==> src/rtl/instruction_fetch_pkg.sv <==
// Shared types for the instruction fetch front end: fetch FSM states,
// instruction queue entry layout and the NOP word used for fault entries.
package instruction_fetch_pkg;

    typedef enum logic [2:0] {
        ST_IDLE  = 3'd0,
        ST_REQ   = 3'd1,
        ST_WAIT  = 3'd2,
        ST_DRAIN = 3'd3,
        ST_HALT  = 3'd4
    } fetch_state_t;

    typedef struct packed {
        logic [31:0] data;
        logic [31:0] pc;
        logic        fault;
    } fetch_entry_t;

    localparam logic [31:0]  NOP_INSTR   = 32'h0000_0013;
    localparam fetch_entry_t EMPTY_ENTRY = '{data: 32'h0000_0000, pc: 32'h0000_0000, fault: 1'b0};

    // Word fetches require the two low address bits to be zero.
    function automatic logic is_misaligned(input logic [1:0] addr_lsb);
        return (addr_lsb != 2'b00);
    endfunction

endpackage

==> src/rtl/fetch_queue.sv <==
// In-order instruction queue: synchronous FIFO of DEPTH entries with clear,
// occupancy count and a head view driven straight from storage flops.
module fetch_queue
    import instruction_fetch_pkg::*;
#(
    parameter int DEPTH = 2
) (
    input  logic                       clk,
    input  logic                       reset,
    input  logic                       push,
    input  fetch_entry_t               push_entry,
    input  logic                       pop,
    input  logic                       clear,
    output logic [$clog2(DEPTH):0]     count,
    output logic                       empty,
    output fetch_entry_t               head
);

    localparam int AW = $clog2(DEPTH);
    localparam logic [AW:0] DEPTH_C = (AW+1)'(DEPTH);

    fetch_entry_t   mem_r [DEPTH];
    logic [AW-1:0]  wr_ptr_r;
    logic [AW-1:0]  rd_ptr_r;
    logic [AW:0]    count_r;
    logic           full_s;
    logic           empty_s;
    logic           push_ok_s;
    logic           pop_ok_s;

    assign full_s    = (count_r == DEPTH_C);
    assign empty_s   = (count_r == {(AW+1){1'b0}});
    // A push into a full queue is only allowed when the head leaves in the same cycle.
    assign push_ok_s = push && (!full_s || pop);
    assign pop_ok_s  = pop && !empty_s;

    // Storage, pointers and occupancy; clear wins over push and pop.
    always_ff @(posedge clk or posedge reset) begin
        if (reset) begin
            for (int i = 0; i < DEPTH; i++) begin
                mem_r[i] <= EMPTY_ENTRY;
            end
            wr_ptr_r <= {AW{1'b0}};
            rd_ptr_r <= {AW{1'b0}};
            count_r  <= {(AW+1){1'b0}};
        end else if (clear) begin
            wr_ptr_r <= {AW{1'b0}};
            rd_ptr_r <= {AW{1'b0}};
            count_r  <= {(AW+1){1'b0}};
        end else begin
            if (push_ok_s) begin
                mem_r[wr_ptr_r] <= push_entry;
                wr_ptr_r        <= wr_ptr_r + AW'(1'b1);
            end
            if (pop_ok_s) begin
                rd_ptr_r <= rd_ptr_r + AW'(1'b1);
            end
            case ({push_ok_s, pop_ok_s})
                2'b10:   count_r <= count_r + (AW+1)'(1'b1);
                2'b01:   count_r <= count_r - (AW+1)'(1'b1);
                default: count_r <= count_r;
            endcase
        end
    end

    assign count = count_r;
    assign empty = empty_s;
    assign head  = mem_r[rd_ptr_r];

endmodule

==> src/rtl/instruction_fetch.sv <==
// Fetch front end: issues one outstanding word read at the PC, queues responses
// in order for the decoder, and discards in-flight work on flush.
// Optional macro FETCH_ALIGN_CHECK_EN: misaligned PCs push a NOP fault entry and halt.
module instruction_fetch
    import instruction_fetch_pkg::*;
#(
    parameter int QUEUE_DEPTH = 2
) (
    input  logic        clk,
    input  logic        reset,
    input  logic [31:0] pcIn,
    output logic        pcCountEnable,
    input  logic        flush,
    output logic        memReqValid,
    input  logic        memReqReady,
    output logic [31:0] memAddr,
    input  logic        memRespValid,
    input  logic [31:0] memRespData,
    output logic        instrValid,
    input  logic        instrReady,
    output logic [31:0] instrData,
    output logic [31:0] instrPc,
    output logic        instrFault
);

    localparam int AW = $clog2(QUEUE_DEPTH);

    fetch_state_t  state_r;
    fetch_state_t  state_nxt_s;
    logic [31:0]   req_pc_r;
    logic [AW:0]   count_s;
    logic [AW+1:0] count_after_push_s;
    logic          empty_s;
    logic          credit_s;
    logic          credit_after_push_s;
    logic          misaligned_s;
    logic          accept_s;
    logic          push_s;
    logic          pop_s;
    fetch_entry_t  push_entry_s;
    fetch_entry_t  head_s;

    assign pop_s = !empty_s && instrReady;

    // Credit compares occupancy only: a request is issued solely when nothing is outstanding.
    assign credit_s            = (count_s < (AW+1)'(QUEUE_DEPTH));
    assign count_after_push_s  = {1'b0, count_s} + (AW+2)'(1'b1) - {{(AW+1){1'b0}}, pop_s};
    assign credit_after_push_s = (count_after_push_s < (AW+2)'(QUEUE_DEPTH));

`ifdef FETCH_ALIGN_CHECK_EN
    assign misaligned_s = is_misaligned(pcIn[1:0]);
`else
    assign misaligned_s = 1'b0;
`endif

    // Next-state decode, request channel and queue push; flush overrides all.
    always_comb begin
        state_nxt_s   = state_r;
        memReqValid   = 1'b0;
        memAddr       = 32'h0000_0000;
        pcCountEnable = 1'b0;
        accept_s      = 1'b0;
        push_s        = 1'b0;
        push_entry_s  = '{data: memRespData, pc: req_pc_r, fault: 1'b0};
        case (state_r)
            ST_IDLE: begin
                if (flush) begin
                    state_nxt_s = ST_IDLE;
                end else if (credit_s) begin
                    state_nxt_s = ST_REQ;
                end else begin
                    state_nxt_s = ST_IDLE;
                end
            end
            ST_REQ: begin
                if (!misaligned_s) begin
                    memReqValid = 1'b1;
                    memAddr     = pcIn;
                    if (memReqReady) begin
                        accept_s = 1'b1;
                        if (flush) begin
                            state_nxt_s = ST_DRAIN;
                        end else begin
                            pcCountEnable = 1'b1;
                            state_nxt_s   = ST_WAIT;
                        end
                    end else if (flush) begin
                        state_nxt_s = ST_IDLE;
                    end else begin
                        state_nxt_s = ST_REQ;
                    end
                end else begin
`ifdef FETCH_ALIGN_CHECK_EN
                    if (flush) begin
                        state_nxt_s = ST_IDLE;
                    end else begin
                        push_s       = 1'b1;
                        push_entry_s = '{data: NOP_INSTR, pc: pcIn, fault: 1'b1};
                        state_nxt_s  = ST_HALT;
                    end
`else
                    state_nxt_s = ST_IDLE;
`endif
                end
            end
            ST_WAIT: begin
                if (memRespValid) begin
                    if (flush) begin
                        state_nxt_s = ST_IDLE;
                    end else begin
                        push_s      = 1'b1;
                        state_nxt_s = credit_after_push_s ? ST_REQ : ST_IDLE;
                    end
                end else if (flush) begin
                    state_nxt_s = ST_DRAIN;
                end else begin
                    state_nxt_s = ST_WAIT;
                end
            end
            ST_DRAIN: begin
                // The stale response is consumed even if another flush coincides with it.
                if (memRespValid) begin
                    state_nxt_s = ST_IDLE;
                end else begin
                    state_nxt_s = ST_DRAIN;
                end
            end
`ifdef FETCH_ALIGN_CHECK_EN
            ST_HALT: begin
                if (flush) begin
                    state_nxt_s = ST_IDLE;
                end else begin
                    state_nxt_s = ST_HALT;
                end
            end
`endif
            default: begin
                state_nxt_s = ST_IDLE;
            end
        endcase
    end

    // FSM state register.
    always_ff @(posedge clk or posedge reset) begin
        if (reset) begin
            state_r <= ST_IDLE;
        end else begin
            state_r <= state_nxt_s;
        end
    end

    // PC of the outstanding request, attached to its response on push.
    always_ff @(posedge clk or posedge reset) begin
        if (reset) begin
            req_pc_r <= 32'h0000_0000;
        end else if (accept_s) begin
            req_pc_r <= pcIn;
        end else begin
            req_pc_r <= req_pc_r;
        end
    end

    fetch_queue #(
        .DEPTH (QUEUE_DEPTH)
    ) u_queue (
        .clk        (clk),
        .reset      (reset),
        .push       (push_s),
        .push_entry (push_entry_s),
        .pop        (pop_s),
        .clear      (flush),
        .count      (count_s),
        .empty      (empty_s),
        .head       (head_s)
    );

    assign instrValid = !empty_s;
    assign instrData  = head_s.data;
    assign instrPc    = head_s.pc;

`ifdef FETCH_ALIGN_CHECK_EN
    assign instrFault = head_s.fault;
`else
    logic unused_fault_s;
    assign unused_fault_s = head_s.fault;
    assign instrFault     = 1'b0;
`endif

endmodule

==> config.mk <==
export PLATFORM = sky130hd
export DESIGN_NAME = instruction_fetch
export DESIGN_NICKNAME = d
export VERILOG_FILES = /design/src/rtl/instruction_fetch_pkg.sv /design/src/rtl/fetch_queue.sv /design/src/rtl/instruction_fetch.sv
export SDC_FILE = /design/constraint.sdc
export NUM_CORES = 1
export LEC_CHECK = 0
export ABC_AREA = 1
export BUFFER_PORTS_ARGS = -buffer_cell sky130_fd_sc_hd__buf_2
export CAP_MARGIN = 40
export CORE_ASPECT_RATIO = 0.6
export CORE_UTILIZATION = 25
export DETAILED_ROUTE_END_ITERATION = 8
export PLACE_DENSITY = 0.48
export RECOVER_POWER = 50
export SYNTH_ARGS = -nofsm -noshare
export SYNTH_HDL_FRONTEND = slang
export SYNTH_SLANG_ARGS = --single-unit
==> constraint.sdc <==
create_clock -name clk -period 10.67 [get_ports clk]
set_input_delay 1.6005 -clock clk [delete_from_list [all_inputs] [get_ports clk]]
set_output_delay 1.6005 -clock clk [all_outputs]
set_load 0.05 [all_outputs]
==> out/qor.txt, run 1 <==
Outcome: finished, violations left
Failing checks: max-capacitance violations, max-slew violations
Top layer in use: met4
Maximum operating frequency: 0.154 GHz
Gpl congestion: 0.734
Iteration-0 DRC Markers: 444
First-pass GRT wire length: 32.3 mm
R2r startpoint: state_r[0]
Length of routed met3 wiring: 932 um
CTS buffer count: 17
# fillers: 3138
Max_cap viols: 5
GRT Residual Overflow: 0
Period utilization: 61.0%
Clock root buffer: clkbuf_16
Min-delay src: u_queue.mem_r[13]
Final #Nets: 1127
Die area: 30500 um^2
I/O pin count: 170
IO buf count: 168
Peak supply drop: 0.000206 V
WP buf/inv: 4
Post-synthesis sequential element count: 166
Wire length on met2: 8.16 mm
Number of cell rows: 48
Synth Area per Inst: 8.11 um^2
Worst Max-Slew Pin Slew: 3.66 ns
Cell leakage power: 4.73 nW
Via density: 4.20
Critical path arrival: 6.80 ns
Final setup violation count: 0
Number of global-route vias before repair: 5896
Slew headroom: -144%
Initial Util: 25.7%
Wl on met1: 10.7 mm
Type of the worst min-delay path: reg -> reg
WHS Endpoint: u_queue.mem_r[13]
WL/cell: 13.6 um
Layout cell share with drive strength beyond 1: 18.8%
Commonest cells post-synth: nand2_1 (302), o21ai_0 (170), dfrtp_1 (166), inv_1 (103), o21ai_1 (59)
CTS resizes: 0
WHS: 0.480 ns
Predominant post-synthesis flop cell: dfrtp_1
Async set-reset flop share out of synthesis: 100%
DP HPWL: 12.7 mm
Die span in x: 225 um
Power per cell area: 324 nW/um^2
Post-synth top area cell: dfrtp_1
Initial antenna violation count: 0
Antenna viol nets, final: 0
Largest net degree at the start of global routing: 88
Worst-skew pair later-pin latency: 0.44 ns
Kind of critical path: in -> reg
Sequential area share after synthesis: 55.8%
Ant. Diodes: 0
Most numerous cell in the Yosys netlist: nand2_1
Synth warnings: 0
Worst Setup End Kind: flip-flop
Total Wirelength: 20.0 mm
Post-synthesis cell type count: 25
Clock Skew: 0.00761 ns
Mapped Area: 7440 um^2
Fin Setup TNS: 0 ns
RSZ-0062 raised after global routing: no
Post-CTS setup buffers: 0
CORE AREA: 29000 um^2
Clk sinks: 166
Die H: 136 um
Req. time, crit path: 10.97 ns
Startpoint Class: input pin
CP startpoint: flush
Syn_nets: 989
Area contributors post-synth: dfrtp_1 (56%), nand2_1 (15%), o21ai_0 (11%)
Area Overhead vs Synth: 22.3%
Final hold violation count: 0
DR vias: 6162
Post-Syn Instances: 918
Clock transition at path regs: 0.06 ns
Fin crit period: 6.51 ns
R2R Setup Slk: 5.20 ns
Post-synth EDFFs: 0
Htree depth: 4
Reg2Reg Capture Point: u_queue.mem_r[95]
GRT Util Overall: 13.9%
DRC Markers: 0
FF-to-FF path depth: 8
Worst path max stage delay: 1.76 ns
Hold_buf cts: 0
CP Cell Sequence: clkbuf_1 -> inv_1 -> nand2_1 -> nor2_1 -> nand2_1 -> nor2_1 -> buf_4 -> buf_4 -> o21ai_0
CTS tree: built
Crit-path slowest cell: nor2_1
Max FO, Critical Path: 68
CTS Buffer Depth: 2
Top delay family on crit path: simple AND/OR/NAND/NOR gates
DRT Pass-1 Iters: 5
Hold depth: 2
Final slew viol count: 282
Share of the synthesized area in the top cell type: 55.8%
==> layout by cell type, fill, tap and decap left out, types with 2 or more instances in the layout <==
| cell type | synthesis | final |
|---|---|---|
| clkbuf_1 | 28 | 13 |
| clkbuf_16 | 0 | 17 |
| buf_4 | 14 | 5 |
| nand2_1 | 302 | 302 |
| dfrtp_1 | 166 | 165 |
| bufinv_16 | 0 | 3 |
| o21ai_0 | 170 | 178 |
| o21ai_1 | 59 | 51 |
| inv_1 | 103 | 103 |
| nand4_1 | 2 | 2 |
| nor2_1 | 39 | 41 |
| clkbuf_8 | 0 | 2 |
| nand3_1 | 4 | 4 |
| buf_2 | 3 | 162 |
| clkinv_2 | 0 | 4 |
==> stage by stage <==
stage	power (W)	instance area (um^2)	worst slack [ns]	utilization [%]	std cells
5_1_grt	0.00315	9100	3.46	31.4	1468
3_5_place_dp	0.00235	8600	5.95	29.6	1437
2_1_floorplan	0.00201	7440	4.58	-	918
3_3_place_gp	0.00232	8510	6.03	29.4	1434
6_report	0.00295	9100	4.16	31.4	1468
4_1_cts	0.00300	9190	6.43	31.7	1468
==> cells by family (layout without fill, tap and decap cells) <==
| family | after synthesis | in the layout | synth area share, % |
|---|---|---|---|
| DFF | 166 | 166 | 55.8 |
| AOI/OAI and AO/OA | 232 | 232 | 15.7 |
| and+or+nand+nor | 352 | 352 | 18.3 |
| other | 1 | 1 | 0.0504 |
| adders and majority gates | 1 | 1 | 0.168 |
| buffers and inverters | 165 | 315 | 9.82 |
| xor gates and xnor gates | 1 | 1 | 0.118 |
==> registers in the layout (all words and copies together) (netlist names) <==
| name | cells |
|---|---|
| u_queue.wr_ptr_r | 1 |
| u_queue.count | 2 |
| state_r | 2 |
| req_pc_r | 32 |
| u_queue.rd_ptr_r | 1 |
| u_queue.mem_r | 128 |
==> final cells by class <==
type | count | area, um^2 | area share (%)
repair buffers | 178 | 913 | 10.0
inverters | 106 | 399 | 4.39
clock inverters | 9 | 126 | 1.39
flip-flops and latches | 166 | 4160 | 45.7
well taps | 400 | 500 | 5.50
multi-input cells | 587 | 2540 | 27.9
clock buffers | 22 | 464 | 5.10
==> metal layers <==
layer,vias to the layer above,global-route usage (%)
met5,-,0
met4,0,3.29
li1,3148,-
met3,13,4.34
met1,2875,20.2
met2,126,19.7
==> where the power goes <==
part | leakage [nW] | total (W) | internal, W | switching [W]
Clock | 0.290 | 0.000635 | 0.000378 | 0.000257
Combinational | 2.31 | 0.00130 | 0.000291 | 0.00101
Sequential | 2.13 | 0.00101 | 0.000872 | 0.000134
==> worst register-to-register path, delay by kind of cell (launching register included) <==
kind / cells / cell delay (ns)
flip-flops: 1 / 0.37
AO/OA/AOI/OAI: 1 / 0.18
AND/OR/NAND/NOR: 4 / 3.47
buffers and inverters: 3 / 1.30
==> how the worst max path moves through the flow <==
stage,end,depth (start not counted)
2_1_floorplan,req_pc_r[0],1
3_3_place_gp,u_queue.mem_r[97],9
3_5_place_dp,u_queue.mem_r[95],9
4_1_cts,u_queue.mem_r[95],9
5_1_grt,u_queue.mem_r[123],10
6_report,u_queue.mem_r[95],9
No activity file was read; power rests on OpenSTA's default activity.
==> inputs of run 2 (changes only) <==
Clock period 10.67 ns to 6.6 ns, I/O delays scaled along.
==> run 2 against run 1 <==
  * The run still ends with max-capacitance violations, max-slew violations left
  * Critical path type is now in -> async
  * Largest cell class unchanged
  * Total power is 65% higher
  * Clock skew up 0.0027 ns
  * Global-route usage about the same
==> out/qor.txt, run 2 (synthesis gave the netlist of run 1 again) <==
Top layer in use: met4
DR vias: 6131 (-0.50%)
Final hold violation count: 0 (unchanged)
Max_cap viols: 2 (-3)
RSZ-0062 raised after global routing: no
WHS: 0.483 ns (+0.00267 ns)
Startpoint Class: input pin
Final slew viol count: 131 (-54%)
FF-to-FF path depth: 7 (-1)
Number of cell rows: 48 (unchanged)
Failing checks: max-capacitance violations, max-slew violations
DRC Markers: 0 (unchanged)
Total Wirelength: 19.9 mm (-0.64%)
Gpl congestion: 0.735 (+0.22%)
# fillers: 3127 (-0.35%)
WL/cell: 13.5 um (-0.64%)
Iteration-0 DRC Markers: 436 (-1.8%)
Die H: 136 um (unchanged)
CORE AREA: 29000 um^2 (unchanged)
Clock Skew: 0.0103 ns (+0.00274 ns)
CP Cell Sequence: buf_2 -> clkinvlp_2 -> clkbuf_2
Clock transition at path regs: 0.06 ns (about the same)
DRT Pass-1 Iters: 5 (unchanged)
CTS resizes: 0 (unchanged)
DP HPWL: 12.4 mm (-3.0%)
I/O pin count: 170 (unchanged)
GRT Residual Overflow: 0 (unchanged)
Clk sinks: 166 (unchanged)
Max FO, Critical Path: 67 (-1.5%)
Cell leakage power: 4.78 nW (+1.1%)
Kind of critical path: in -> async
Final #Nets: 1126 (-0.089%)
Top Registers: u_queue.mem_r: 128 flops, req_pc_r: 32 flops
DP Area: 8570 um^2 (-0.26%)
CTS Buffer Depth: 2 (unchanged)
Wl on met1: 10.4 mm (-3.4%)
Final WS setup: 2.51 ns (-1.65 ns)
Most flop-heavy register: u_queue.mem_r
Critical path arrival: 4.21 ns (-2.59 ns)
Most common cell after layout, fill and taps aside: nand2_1
Worst-skew pair later-pin latency: 0.44 ns (about the same)
First-pass GRT wire length: 32.1 mm (-0.53%)
Power per cell area: 528 nW/um^2 (+63%)
CP startpoint: reset
Maximum operating frequency: 0.245 GHz
Layout Utilization: 31.7% (+0.35 points)
GRT Util Overall: 13.8% (-0.049 points)
Hold_buf cts: 0 (unchanged)
End of the critical path: u_queue.rd_ptr_r
Worst Setup End Kind: async pin
Most frequent cells in the layout: nand2_1 (302), o21ai_0 (178), buf_2 (166)
Post-CTS setup buffers: 0 (unchanged)
Period utilization: 61.9%
R2r startpoint: state_r[0]
Via density: 4.18 (-0.50%)
Worst Max-Slew Pin Slew: 3.15 ns (-0.510 ns)
CTS buffer count: 17 (unchanged)
Fin Setup TNS: 0 ns (unchanged)
Die area: 30500 um^2 (unchanged)
Slew headroom: -111% (+33 points)
IO buf count: 168 (unchanged)
Peak supply drop: 0.000313 V (+52%)
Die span in x: 225 um (unchanged)
Dpl ws: 2.89 ns (-3.07 ns)
Layout cell share with drive strength beyond 1: 19.6% (+0.77 points)
Length of routed met3 wiring: 986 um (+5.8%)
R2R Setup Slk: 3.32 ns (-1.88 ns)
Final setup violation count: 0 (unchanged)
Reg2Reg Capture Point: u_queue.mem_r[98]
Initial antenna violation count: 1 (+1)
Number of global-route vias before repair: 5742 (-2.6%)
Fin crit period: 4.09 ns
Htree depth: 4 (unchanged)
Req. time, crit path: 6.72 ns (-4.25 ns)
Fin area: 9200 um^2 (+1.1%)
Area Overhead vs Synth: 23.6%
Initial Util: 25.7% (unchanged)
CTS tree: built
Largest register FFs: 128 (unchanged)
Antenna viol nets, final: 0 (unchanged)
Largest net degree at the start of global routing: 109 (+24%)
Wire length on met2: 8.21 mm (+0.67%)
Crit-path slowest cell: clkinvlp_2
Worst path max stage delay: 1.76 ns (about the same)
Clock root buffer: clkbuf_16
Outcome: finished, violations left
Type of the worst min-delay path: reg -> reg
## run 2: area by class of cell
| type | count | area [um^2] | area share, % |
|---|---|---|---|
| multi-input combinational | 587 | 2540 | 27.6 |
| sequential | 166 | 4160 | 45.2 |
| inverter | 106 | 399 | 4.34 |
| antenna | 1 | 2.50 | 0.0272 |
| timing repair buffer | 177 | 945 | 10.3 |
| clock inverter | 11 | 198 | 2.15 |
| clock buffer | 20 | 457 | 4.96 |
| tap | 400 | 500 | 5.44 |
## run 2: routing by layer
| metal | GRT usage, % | vias up |
|---|---|---|
| met2 | 19.6 | 137 |
| met1 | 19.7 | 2834 |
| met5 | 0 | - |
| met3 | 4.08 | 18 |
| li1 | - | 3142 |
| met4 | 4.80 | 0 |
## run 2: worst min-delay path by stage
| stage | cells past startpoint | startpoint | endpoint | slack (ns) |
|---|---|---|---|---|
| 6_report | 2 | u_queue.mem_r[9] | u_queue.mem_r[9] | 0.48 |
| 3_3_place_gp | 2 | u_queue.mem_r[53] | u_queue.mem_r[53] | 0.47 |
| 5_1_grt | 2 | u_queue.mem_r[11] | u_queue.mem_r[11] | 0.52 |
| 3_5_place_dp | 2 | u_queue.mem_r[9] | u_queue.mem_r[9] | 0.47 |
| 2_1_floorplan | 2 | u_queue.mem_r[53] | u_queue.mem_r[53] | 0.45 |
| 4_1_cts | 2 | u_queue.mem_r[11] | u_queue.mem_r[11] | 0.49 |
## run 2: power breakdown
| group | internal [W] | total, W | switching (W) | leakage [nW] |
|---|---|---|---|---|
| clock network | 0.000692 | 0.00112 | 0.000429 | 0.317 |
| registers | 0.00141 | 0.00161 | 0.000195 | 2.13 |
| logic | 0.000476 | 0.00213 | 0.00165 | 2.33 |
## run 2: critical path, delay by kind of cell
kind                   cells  cell delay [ns]
buffers and inverters      3             3.16
## run 2: metrics by stage
step	cells	power [W]
finish	1468	0.00486
global route	1467	0.00518
detailed placement	1436	0.00379
floorplan	918	0.00325
CTS	1467	0.00494
global placement	1434	0.00374
==> inputs of run 3 (changes only) <==
Settings changed: PLACE_DENSITY 0.48 to 0.5.
Clock period 6.6 ns to 3.45 ns, I/O delays scaled along.
==> run 3 against run 2 <==
  * The run still ends with max-capacitance violations, max-slew violations left
  * Core utilization up 0.15 points
  * Worst setup slack worse by 1.8 ns
  * Global-route usage about the same
  * Combinational power up 90%
  * Flip-flop and latch count unchanged
  * Cell area up 0.48%
  * Register-to-register slack worse by 2.6 ns
  * Via count up 1.1%
  * Clock-buffer cell count up 2
  * Critical path type is now reg -> reg
==> out/qor.txt, run 3 (synthesis gave the netlist of run 1 again) <==
Die H: 136 um (unchanged)
Final slew viol count: 76 (-42%)
Critical Path Stages: 5 (+2)
Kind of critical path: reg -> reg
WP buf/inv: 2 (-1)
Die span in x: 225 um (unchanged)
Via density: 4.19 (+0.36%)
DRT Pass-1 Iters: 5 (unchanged)
DR vias: 6199 (+1.1%)
Final hold violation count: 0 (unchanged)
Area Overhead vs Synth: 24.2%
# fillers: 3132 (+0.16%)
Layout Utilization: 31.9% (+0.15 points)
IO buf count: 168 (unchanged)
Die area: 30500 um^2 (unchanged)
Peak supply drop: 0.000767 V (+150%)
Reg2Reg Capture Point: req_pc_r[7]
Fin Setup TNS: 0 ns (unchanged)
FF-to-FF path depth: 5 (-2)
Type of the worst min-delay path: in -> reg
Clock transition at path regs: 0.07 ns (about the same)
Initial Util: 25.7% (unchanged)
WL/cell: 13.4 um (-1.1%)
Worst path max stage delay: 1.24 ns (-0.52 ns)
Clock Skew: 0.00830 ns (-0.00205 ns)
Htree depth: 4 (unchanged)
End of the critical path: req_pc_r[7]
CTS tree: built
Multi-input logic area: 2550 um^2 (+0.30%)
Ant. Diodes: 0 (-1)
Cell leakage power: 4.79 nW (+0.15%)
Crit-path slowest cell: dlymetal6s2s_1
Period utilization: 78.3%
Register area: 4160 um^2 (unchanged)
GRT Residual Overflow: 0 (unchanged)
Number of global-route vias before repair: 5857 (+2.0%)
CORE AREA: 29000 um^2 (unchanged)
Top delay family on crit path: buffers and inverters
Worst-skew pair later-pin latency: 0.44 ns (about the same)
Initial antenna violation count: 0 (-1)
Power per cell area: 989 nW/um^2 (+87%)
RSZ-0062 raised after global routing: no
Max_cap viols: 2 (unchanged)
Req. time, crit path: 3.70 ns (-3.02 ns)
Number of cell rows: 48 (unchanged)
Most common cell after layout, fill and taps aside: nand2_1
Clock power frac: 22.1% (-1.0 points)
R2r startpoint: state_r[0]
CP Cell Sequence: inv_1 -> nor2_1 -> nand2_1 -> dlymetal6s2s_1 -> o21ai_0
Combinational Power Share: 44.2% (+0.3 points)
CTS buffer count: 17 (unchanged)
WHS: 0.290 ns (-0.192 ns)
Clk sinks: 166 (unchanged)
Largest register FFs: 128 (unchanged)
Clock root buffer: clkbuf_16
Outcome: finished, violations left
Final #Nets: 1137 (+0.98%)
Slew headroom: -16.3% (+95 points)
Largest net degree at the start of global routing: 129 (+18%)
P_sw: 0.00434 W (+91%)
Most flop-heavy register: u_queue.mem_r
Worst Setup End Kind: flip-flop
DP HPWL: 12.8 mm (+3.7%)
Startpoint Class: flip-flop
GRT Util Overall: 13.8% (-0.031 points)
R2R Setup Slk: 0.75 ns (-2.57 ns)
Iteration-0 DRC Markers: 364 (-17%)
Antenna viol nets, final: 0 (unchanged)
Layout cell share with drive strength beyond 1: 19.8% (+0.25 points)
Internal power: 0.00480 W (+86%)
CTS Buffer Depth: 2 (unchanged)
Worst Max-Slew Pin Slew: 1.74 ns (-1.40 ns)
Final setup violation count: 0 (unchanged)
First-pass GRT wire length: 32.1 mm (-0.26%)
Top Registers: u_queue.mem_r: 128 flops, req_pc_r: 32 flops
Switching Share: 47.5% (+0.60 points)
Total Wirelength: 19.8 mm (-0.38%)
Fin crit period: 2.70 ns
Most frequent cells in the layout: nand2_1 (303), o21ai_0 (170), buf_2 (166)
DRC Markers: 0 (unchanged)
CTS resizes: 0 (unchanged)
Max FO, Critical Path: 49 (-27%)
Gpl congestion: 0.805 (+9.5%)
Critical path arrival: 2.95 ns (-1.26 ns)
I/O pin count: 170 (unchanged)
Failing checks: max-capacitance violations, max-slew violations
CP startpoint: state_r[0]
Maximum operating frequency: 0.370 GHz
Seq pwr share: 33.8% (+0.7 points)
[run 3: worst register-to-register path, delay by kind of cell, from the launching register on]
| kind | cells | cell delay, ns |
|---|---|---|
| compound gates | 1 | 0.26 |
| flops | 1 | 0.38 |
| simple gates | 2 | 0.52 |
| buf+inv | 2 | 1.35 |
[run 3: how the worst min path moves through the flow]
stage	slack (ns)	start	end	depth (start not counted)
final	0.29	memRespData[8]	u_queue.mem_r[41]	3
after global routing	0.27	memRespData[8]	u_queue.mem_r[41]	3
after CTS	0.26	memRespData[15]	u_queue.mem_r[48]	3
after detailed placement	0.47	u_queue.mem_r[11]	u_queue.mem_r[11]	2
after global placement	0.47	u_queue.mem_r[7]	u_queue.mem_r[7]	2
after floorplan	0.45	u_queue.mem_r[53]	u_queue.mem_r[53]	2
[run 3: power by group through the flow]
| stage | sequential, W | combinational [W] | clock [W] |
|---|---|---|---|
| 6_report | 0.00309 | 0.00404 | 0.00202 |
| 3_3_place_gp | 0.00311 | 0.00405 | 0 |
| 3_5_place_dp | 0.00313 | 0.00410 | 0 |
| 5_1_grt | 0.00319 | 0.00438 | 0.00217 |
| 2_1_floorplan | 0.00298 | 0.00323 | 0 |
| 4_1_cts | 0.00309 | 0.00411 | 0.00209 |
[run 3: layout make-up]
cell class                      count  share of cell area, %
Clock buffer                       22                   5.13
Clock inverter                     10                   1.56
Inverter                          106                   4.32
Multi-Input combinational cell    587                   27.6
Sequential cell                   166                   45.0
Tap cell                          400                   5.41
Timing Repair Buffer              188                   11.0
[run 3: metrics by stage]
stage	cells	power [W]	area [um^2]	worst slack, ns
global placement	1444	0.00716	8650	1.20
CTS	1479	0.00929	9320	0.734
finish	1479	0.00914	9250	0.750
detailed placement	1446	0.00723	8690	1.15
global route	1479	0.00975	9250	0.393
floorplan	918	0.00621	7450	0.494
[run 3: layer usage]
layer / vias to the layer above / routed length (um) / track usage (%)
met2: 146 / 7970 / 19.1
met1: 2869 / 10600 / 20.3
met3: 14 / 978 / 4.51
met5: - / 0 / 0
met4: 0 / 185 / 3.51
li1: 3170 / - / -
[run 3: timing repair]
action,CTS,global route
setup buffers,0,0
hold buffers,1,0
hold endpoints to repair,2,0
